===== src/rtl/uart_tx_ctrl.sv =====
// UART transmit controller: frames a parallel payload as start, data (LSB first), optional
// parity and stop, and drives the select and data/parity inputs of the registered TX mux.
module uart_tx_ctrl #(
   parameter int unsigned DATA_WIDTH = 8
) (
   input  logic                  CLK,
   input  logic                  RST,
   input  logic [DATA_WIDTH-1:0] P_DATA,
   input  logic                  DATA_VALID,
   input  logic                  PAR_EN,
   input  logic                  PAR_TYP,
   output logic [1:0]            MUX_SEL,
   output logic                  SER_DATA,
   output logic                  PAR_BIT,
   output logic                  BUSY
);

   localparam int unsigned CntW = $clog2(DATA_WIDTH);
   localparam logic [CntW-1:0] CntLast = CntW'(DATA_WIDTH - 1);

   typedef enum logic [2:0] {StIdle, StStart, StData, StParity, StStop} state_e;

   state_e                state_q, state_d;
   logic [CntW-1:0]       cnt_q, cnt_d;
   logic [DATA_WIDTH-1:0] shift_q, shift_d;
   logic                  par_en_q, par_en_d;
   logic                  par_bit_q, par_bit_d;

   always_ff @(posedge CLK or negedge RST) begin
      if (!RST) begin
         state_q   <= StIdle;
         cnt_q     <= '0;
         shift_q   <= '0;
         par_en_q  <= 1'b0;
         par_bit_q <= 1'b0;
      end else begin
         state_q   <= state_d;
         cnt_q     <= cnt_d;
         shift_q   <= shift_d;
         par_en_q  <= par_en_d;
         par_bit_q <= par_bit_d;
      end
   end

   always_comb begin
      state_d   = state_q;
      cnt_d     = cnt_q;
      shift_d   = shift_q;
      par_en_d  = par_en_q;
      par_bit_d = par_bit_q;
      MUX_SEL   = 2'b01;
      BUSY      = 1'b0;
      unique case (state_q)
         StIdle: begin
            if (DATA_VALID) begin
               shift_d   = P_DATA;
               par_en_d  = PAR_EN;
               // Parity type only matters here, so it is folded into the registered bit.
               par_bit_d = (^P_DATA) ^ PAR_TYP;
               state_d   = StStart;
            end
         end
         StStart: begin
            MUX_SEL = 2'b00;
            BUSY    = 1'b1;
            cnt_d   = '0;
            state_d = StData;
         end
         StData: begin
            MUX_SEL = 2'b10;
            BUSY    = 1'b1;
            shift_d = shift_q >> 1;
            if (cnt_q == CntLast) begin
               state_d = par_en_q ? StParity : StStop;
            end else begin
               cnt_d = cnt_q + CntW'(1);
            end
         end
         StParity: begin
            MUX_SEL = 2'b11;
            BUSY    = 1'b1;
            state_d = StStop;
         end
         StStop: begin
            MUX_SEL = 2'b01;
            BUSY    = 1'b1;
            state_d = StIdle;
         end
         default: state_d = StIdle;
      endcase
   end

   assign SER_DATA = shift_q[0];
   assign PAR_BIT  = par_bit_q;

endmodule


===== config.mk =====
export PLATFORM = sky130hd
export DESIGN_NAME = uart_tx_ctrl
export DESIGN_NICKNAME = d
export VERILOG_FILES = /design/src/rtl/uart_tx_ctrl.sv
export SDC_FILE = /design/constraint.sdc
export NUM_CORES = 1
export LEC_CHECK = 0
export CAP_MARGIN = 5
export CORE_UTILIZATION = 29
export CTS_CLUSTER_DIAMETER = 150
export DETAILED_ROUTE_END_ITERATION = 8
export PLACE_DENSITY = 0.56
export SKIP_LAST_GASP = 1
export SYNTH_ARGS = -nofsm -noshare
export SYNTH_HDL_FRONTEND = slang
export SYNTH_SLANG_ARGS = --single-unit

===== constraint.sdc =====
create_clock -name CLK -period 1.7 [get_ports CLK]
set_input_delay 0.34 -clock CLK [delete_from_list [all_inputs] [get_ports CLK]]
set_output_delay 0.34 -clock CLK [all_outputs]
set_load 0.01 [all_outputs]

# Yosys cells after proc, flatten, opt, wreduce, memory -nomap -nowiden
# Index checks and enable logic that the tools add are counted.
[word_totals]
ff_bits = 16
inputBits = 13
word_cells = 34
[op_classes]
addsub = 1
n_eq_ne = 8
n_mux = 10
bitwise = 1
reduce_logical = 9
[ops]
columns = ["op", "count"]
rows = [
  ["case mux 8 bit (2 select lines)", 1],
  ["two-way mux 3 bit", 4],
  ["case mux 3 bit (4 select lines)", 1],
  ["two-way mux 8 bit", 1],
  ["AND reduction 2 bit", 4],
  ["parity 8 bit", 1],
  ["== test 3 x 2 -> 1 bit, second input constant", 2],
  ["== test 3 bit, second input constant", 2],
  ["!= test 2 bit, second input constant", 3],
  ["case mux 2 bit (3 select lines)", 1],
  ["case mux 3 bit (2 select lines)", 1],
  ["nonzero test 2 bit", 2],
  ["OR reduction 4 bit", 1],
  ["adder 3 x 1 -> 3 bit, second input constant", 1],
  ["== test 3 x 1 -> 1 bit, second input constant", 1],
  ["logical NOT 3 bit", 1],
  ["two-way mux 1 bit", 1],
  ["bitwise XOR 1 bit", 1],
]

# Logic depth before layout (Yosys ltp)
# Gate-level depths: netlist of the first run.
[logic_depth]
depth_word = 3
ltp_mapped = 6
depth_no_buf = 5

# Worst setup path before layout of the first run
# Ideal clock, no wire load.
[synth_path]
kind = "in2reg"
from = "input P_DATA[3]"
to = "register par_bit_q (netlist: PAR_BIT)"
setup_ps = 125
arrival_ps = 1262
t_required_ps = 1575
setup_slack_ps = 313
path_stages = 4
path_buffers = 0
path_cell_list = "xnor2_1 > xnor3_2 > xnor2_1 > mux2_4"
[synth_between]
elab_chain_cells = 2
[synth_rtl]
columns = ["item", "line_no", "source"]
rows = [
  ["start: declaration", "8", "input logic [DATA_WIDTH-1:0] P_DATA,"],
  ["parity 8 bit", "59", "par_bit_d = (^P_DATA) ^ PAR_TYP;"],
  ["bitwise XOR 1 bit", "59", ""],
  ["end signal: assignment", "41", "par_bit_q <= par_bit_d;"],
  ["end: declaration", "27", "logic par_bit_q, par_bit_d;"],
]
# Every way passes these cells.
# A chain may end at the register's enable or synchronous reset.

# Final worst setup path of the first run
[layout_path]
from = "input P_DATA[2]"
to = "register par_bit_q (netlist: PAR_BIT)"
# The elaborated chain is that of the path after synthesis.

==> results of run 1 <==
==> routing by layer <==
layer  global-route usage (%)  wire length, µm
met5                        0                0
met4                    3.484               13
met3                    5.442              122
met2                    22.86              915
met1                    16.79              825
==> power groups by stage <==
stage | registers [µW] | logic, µW | clock network (µW)
finish | 674 | 1090 | 255
global route | 698 | 1230 | 292
CTS | 675 | 1110 | 269
detailed placement | 693 | 1100 | 0
global placement | 685 | 1070 | 0
floorplan | 650 | 737 | 0
==> per-stage QoR <==
step | std cells | hold slack [ns] | util [%] | instance area [µm²]
after floorplan | 82 | 0.04441 | - | 878.3
after global placement | 133 | 0.4633 | 39.92 | 1120
after detailed placement | 133 | 0.4741 | 39.92 | 1120
after CTS | 140 | 0.3635 | 41.93 | 1176
after global routing | 140 | 0.3598 | 41.79 | 1172
final | 140 | 0.3663 | 41.79 | 1172
==> worst max-delay path: stages <==
cell	delay (ns)
clkdlybuf4s50_1	0.50
xnor2_1	0.12
xnor3_2	0.43
xnor2_1	0.13
mux2_4	0.25
==> synth_stat cells (all sizes together) <==
cell    instances  share of area [%]
dfrtp          16                 46
mux2i           9                 10
o21ai           9                5.1
nand2           8                3.4
xnor2           6                6.0
a22o            5                5.0
buf             5                3.1
nor2            4                1.7
nor2b           3                2.1
ha              2                2.8
mux2            2                3.0
nand2b          2                1.4
nor3            2                1.7
xor2            2                2.0
a21boi          1               0.86
a21oi           1               0.57
and2            1               0.71
inv             1               0.43
nand3           1               0.57
o21bai          1               0.86
xnor3           1                2.7
==> cells by family after synthesis <==
group           synth area share [%]
buf+inv                        3.561
flops                          45.58
mux                            13.25
xor+xnor                       10.68
compound gates                 12.39
fa+ha+maj                      2.849
simple gates                   11.68
==> sequential cells by signal, summed over array words and instances, names as in the netlist <==
register,flops
shift_q,8
PAR_BIT,1
state_q,3
par_en_q,1
cnt_q,3
==> repair_timing <==
action                                  CTS  global route
gates resized for setup                   4             4
setup buffers                             3             0
endpoints found under the setup margin    3             1
==> path summary, 6_finish.rpt <==
check | to | slack [ns]
max reg2reg | PAR_BIT | 0.11
min | shift_q[0] | 0.37
max in group asynchronous | state_q[2] | 1.12
min reg2reg | shift_q[1] | 0.49
min in group CLK | shift_q[1] | 0.49
max | PAR_BIT | 0.11
==> final cells by class <==
| type | count | share of cell area (%) |
|---|---|---|
| multi-input cells | 60 | 38.10 |
| repair buffers | 28 | 20.92 |
| well taps | 31 | 3.308 |
| inverters | 1 | 0.3202 |
| clock buffers | 4 | 3.095 |
| flip-flops and latches | 16 | 34.26 |
==> impl_metrics.py, run 1 <==
metrics = {
    "global_route": {
        "antenna_found_initial": 0,
        "track_usage_pct": 13.78,
        "grt_pass1_vias": 729,
        "grt_max_degree": 17,
        "grt_pass1_wl_um": 3346,
        "overflow": 0,
    },
    "die": {
        "core_area_mm2": 0.002805,
        "io_pins": 18,
        "initial_core_util_pct": 31.31,
        "dieArea_mm2": 0.003253,
        "die_w_um": 57.04,
        "fp.dieH_um": 57.04,
        "num_rows": 19,
    },
    "sta": {
        "tns_ns": 0,
        "min_period_ns": 1.591,
        "timing.fmax_ghz": 0.6286,
        "rsz0062_at_grt": "no",
        "maxSlewViolCount": 0,
        "fin_crit_sh_pct": 93.58,
        "finClkSkew_ns": 0.006128,
        "setup_ws_ns": 0.1091,
        "finalSetupViolCount": 0,
        "tightest_slew_ns": 0.3304,
        "hold_violations": 0,
        "slew_headroom_pct": 77.80,
    },
    "clock_network": {
        "cts-buffers-inserted": 3,
        "path_clk_slew_ns": 0.10,
        "cts.path.max_buffers": 2,
        "cts_tree": "done",
        "clock_sinks": 16,
        "clockRootBuffer": "clkbuf_4",
        "ctsHoldBuffers": 0,
        "insertion_delay_ns": 0.29,
        "htreeDepth": 1,
    },
    "pwr": {
        "pwr-share-clk_pct": 12.6,
        "combinationalPowerShare_pct": 54.1,
        "power_switching_share_pct": 36.55,
        "ir_drop_mv": 0.7886,
        "power.total_uw": 2024,
        "internal_power_uw": 1284,
        "netSwitchingPower_uw": 739.8,
        "p_seq_share_pct": 33.3,
        "power_density_mw_per_mm2": 1726,
        "leakage_uw": 0.0005358,
    },
    "drt": {
        "wirelength_um": 1876,
        "drt_iter0_markers": 15,
        "via_count": 684,
        "drc": 4,
        "wl_per_cell_um": 13.40,
        "antenna_left": 0,
        "routed_via_density": 4.886,
        "drt_pass1_iterations": 6,
    },
    "setup_path": {
        "crit_type": "input pin to flip-flop",
        "crit_fanout": 2,
        "worstSetupEndpointType": "flip-flop",
        "reg2reg_from": "state_q[1]",
        "cp-start-kind": "input pin",
        "cp_data_required_time_ns": 1.88,
        "crit_start": "P_DATA[2]",
        "critical_path_arrival_ns": 1.78,
        "r2r_cells": 5,
    },
    "job": {
        "drv_cap": 0,
    },
    "layout": {
        "final_nets": 125,
        "n_antenna_cell": 0,
        "regArea_um2": 401.6,
        "final_common_cell": "dfrtp_1",
        "drive_above_1_share_pct": 19.27,
        "syn_to_final_growth_pct": 33.48,
        "final_cell_mix": "dfrtp_1 (15), clkdlybuf4s50_1 (14), buf_4 (11), o21ai_0 (9), mux2i_1 (9)",
        "multiInputGateArea_um2": 446.7,
        "fill_cells": 295,
    },
    "run_status": {
        "violations": "design-rule violations",
        "status": "complete, but fails checks",
    },
    "yosys": {
        "yosysSeqAreaShare_pct": 45.58,
        "synth_cells": 82,
        "syn_area_um2": 878.3,
        "yosys_warnings": 0,
        "avgSynthCellArea_um2": 10.71,
        "synth_cell_types": 24,
        "synthesis.nets": 97,
        "ys_ff_latch": 16,
    },
    "placed_design": {
        "dp_hpwl_um": 1311,
        "gp_congestion": 0.7042,
        "portBuffers": 17,
        "pre_cts_ws_ns": -0.2102,
    },
    "worst_hold_path": {
        "min_path_type": "input pin to async pin",
    },
}
Note: power is estimated with default switching activity, not from simulation.
==> run 2, diff against run 1 <==
--- a/config.mk
+++ b/config.mk
@@ -10,6 +10,7 @@
 export CTS_CLUSTER_DIAMETER = 150
 export DETAILED_ROUTE_END_ITERATION = 8
 export PLACE_DENSITY = 0.56
+export SKIP_CTS_REPAIR_TIMING = 1
 export SKIP_LAST_GASP = 1
 export SYNTH_ARGS = -nofsm -noshare
 export SYNTH_HDL_FRONTEND = slang
==> impl_metrics.py, run 2 (synthesis gave the netlist of run 1 again) <==
metrics = {
    "sta": {
        "tns_ns": 0,
        "finClkSkew_ns": 0.005609,
        "maxSlewViolCount": 0,
        "tightest_slew_ns": 0.3434,
        "timing.fmax_ghz": 0.6285,
        "fin_crit_sh_pct": 93.59,
        "finalSetupViolCount": 0,
        "hold_violations": 0,
        "rsz0062_at_grt": "no",
        "slew_headroom_pct": 76.93,
        "holdWs_ns": 0.3663,
        "min_period_ns": 1.591,
    },
    "clock_network": {
        "clockRootBuffer": "clkbuf_4",
        "clock_sinks": 16,
        "htreeDepth": 1,
        "path_clk_slew_ns": 0.10,
        "cts.path.max_buffers": 2,
        "cts-buffers-inserted": 3,
        "cts_tree": "done",
        "insertion_delay_ns": 0.29,
    },
    "setup_path": {
        "cp-start-kind": "input pin",
        "r2r_slack_ns": 0.13,
        "reg2reg_from": "state_q[1]",
        "critical_path_arrival_ns": 1.78,
        "worstSetupEndpointType": "flip-flop",
        "cp_data_required_time_ns": 1.88,
        "crit_type": "input pin to flip-flop",
        "crit_fanout": 2,
        "crit_start": "P_DATA[2]",
    },
    "pwr": {
        "power_density_mw_per_mm2": 1727,
        "internal_power_uw": 1314,
        "p_seq_share_pct": 32.8,
        "power.total_uw": 2050,
        "pwr-share-clk_pct": 12.5,
        "combinationalPowerShare_pct": 54.8,
        "power_switching_share_pct": 35.90,
        "leakage_uw": 0.0005605,
        "netSwitchingPower_uw": 736.1,
        "ir_drop_mv": 0.7815,
    },
    "die": {
        "core_area_mm2": 0.002805,
        "dieArea_mm2": 0.003253,
        "die_w_um": 57.04,
        "initial_core_util_pct": 31.31,
        "fp.dieH_um": 57.04,
        "io_pins": 18,
        "num_rows": 19,
    },
    "layout": {
        "instances_no_fill": 140,
        "fill_cells": 284,
        "regMostFlops": "shift_q",
        "final_common_cell": "dfrtp_1",
        "final_cell_mix": "dfrtp_1 (15), clkdlybuf4s50_1 (14), buf_4 (11), o21ai_0 (9), mux2i_1 (9)",
        "fin_util_pct": 42.33,
        "top_regs": "shift_q: 8 flops, cnt_q: 3 flops, state_q: 3 flops",
        "n_antenna_cell": 0,
        "largest_reg_flops": 8,
        "final_nets": 125,
        "drive_above_1_share_pct": 18.35,
        "syn_to_final_growth_pct": 35.19,
    },
    "drt": {
        "wirelength_um": 1846,
        "drc": 4,
        "drt_pass1_iterations": 6,
        "drt_iter0_markers": 14,
        "wl_per_cell_um": 13.19,
        "routed_via_density": 4.879,
        "via_count": 683,
        "antenna_left": 0,
    },
    "worst_hold_path": {
        "min_path_type": "input pin to async pin",
    },
    "global_route": {
        "antenna_found_initial": 0,
        "track_usage_pct": 13.35,
        "grt_max_degree": 17,
        "overflow": 0,
        "grt_pass1_wl_um": 3256,
        "grt_pass1_vias": 708,
    },
    "placed_design": {
        "dp_hpwl_um": 1311,
        "portBuffers": 17,
        "placedCellCount": 133,
        "gp_congestion": 0.7042,
    },
    "run_status": {
        "status": "complete, but fails checks",
        "violations": "design-rule violations",
    },
    "job": {
        "drv_cap": 0,
    },
}
[run 2: cell types whose count changed in the layout (fill, tap and decap cells not counted), sizes merged]
| cell | delta |
|---|---|
| buf | -1 |
| dlygate4sd2 | -2 |
| dlymetal6s2s | +3 |
[run 2: through the flow]
stage          worst slack [ns]  instance area (µm²)
6_report                 0.1090                 1187
5_1_grt                 0.03689                 1187
4_1_cts                 -0.1994                 1156
3_5_place_dp            -0.2102                 1120
3_3_place_gp            -0.1924                 1120
2_1_floorplan            0.3129                878.3
[run 2: path summary, 6_finish.rpt]
check | cells after the start | end
max | 5 | PAR_BIT
min | 2 | shift_q[0]
max reg2reg | 5 | PAR_BIT
min reg2reg | 2 | shift_q[1]
max in group asynchronous | 2 | state_q[2]
min in group CLK | 2 | shift_q[1]
[run 2: power by group through the flow]
stage / Sequential [µW] / Combinational, µW / Clock, µW
finish: 672 / 1120 / 255
global placement: 685 / 1070 / 0
CTS: 686 / 1110 / 269
global route: 696 / 1260 / 291
floorplan: 650 / 737 / 0
detailed placement: 693 / 1100 / 0
[run 2: routing by layer]
| layer | track usage, % | wire (µm) | vias up |
|---|---|---|---|
| met5 | 0 | 0 | - |
| met4 | 3.484 | 13 | 0 |
| met3 | 5.442 | 97 | 2 |
| met2 | 21.68 | 905 | 19 |
| met1 | 16.50 | 829 | 326 |
| li1 | - | - | 336 |
[run 2: cell type report]
type / instances / area (µm²) / share of cell area [%]
repair buffers: 28 / 260.3 / 21.92
clock buffers: 4 / 36.28 / 3.056
multi-input cells: 60 / 446.7 / 37.62
inverters: 1 / 3.754 / 0.3161
flip-flops and latches: 16 / 401.6 / 33.83
well taps: 31 / 38.79 / 3.267
[run 2: critical path: stages]
cell and delay [ns]:
clkdlybuf4s50_1 0.50, xnor2_1 0.12, xnor3_2 0.43, xnor2_1 0.13, mux2_4 0.25
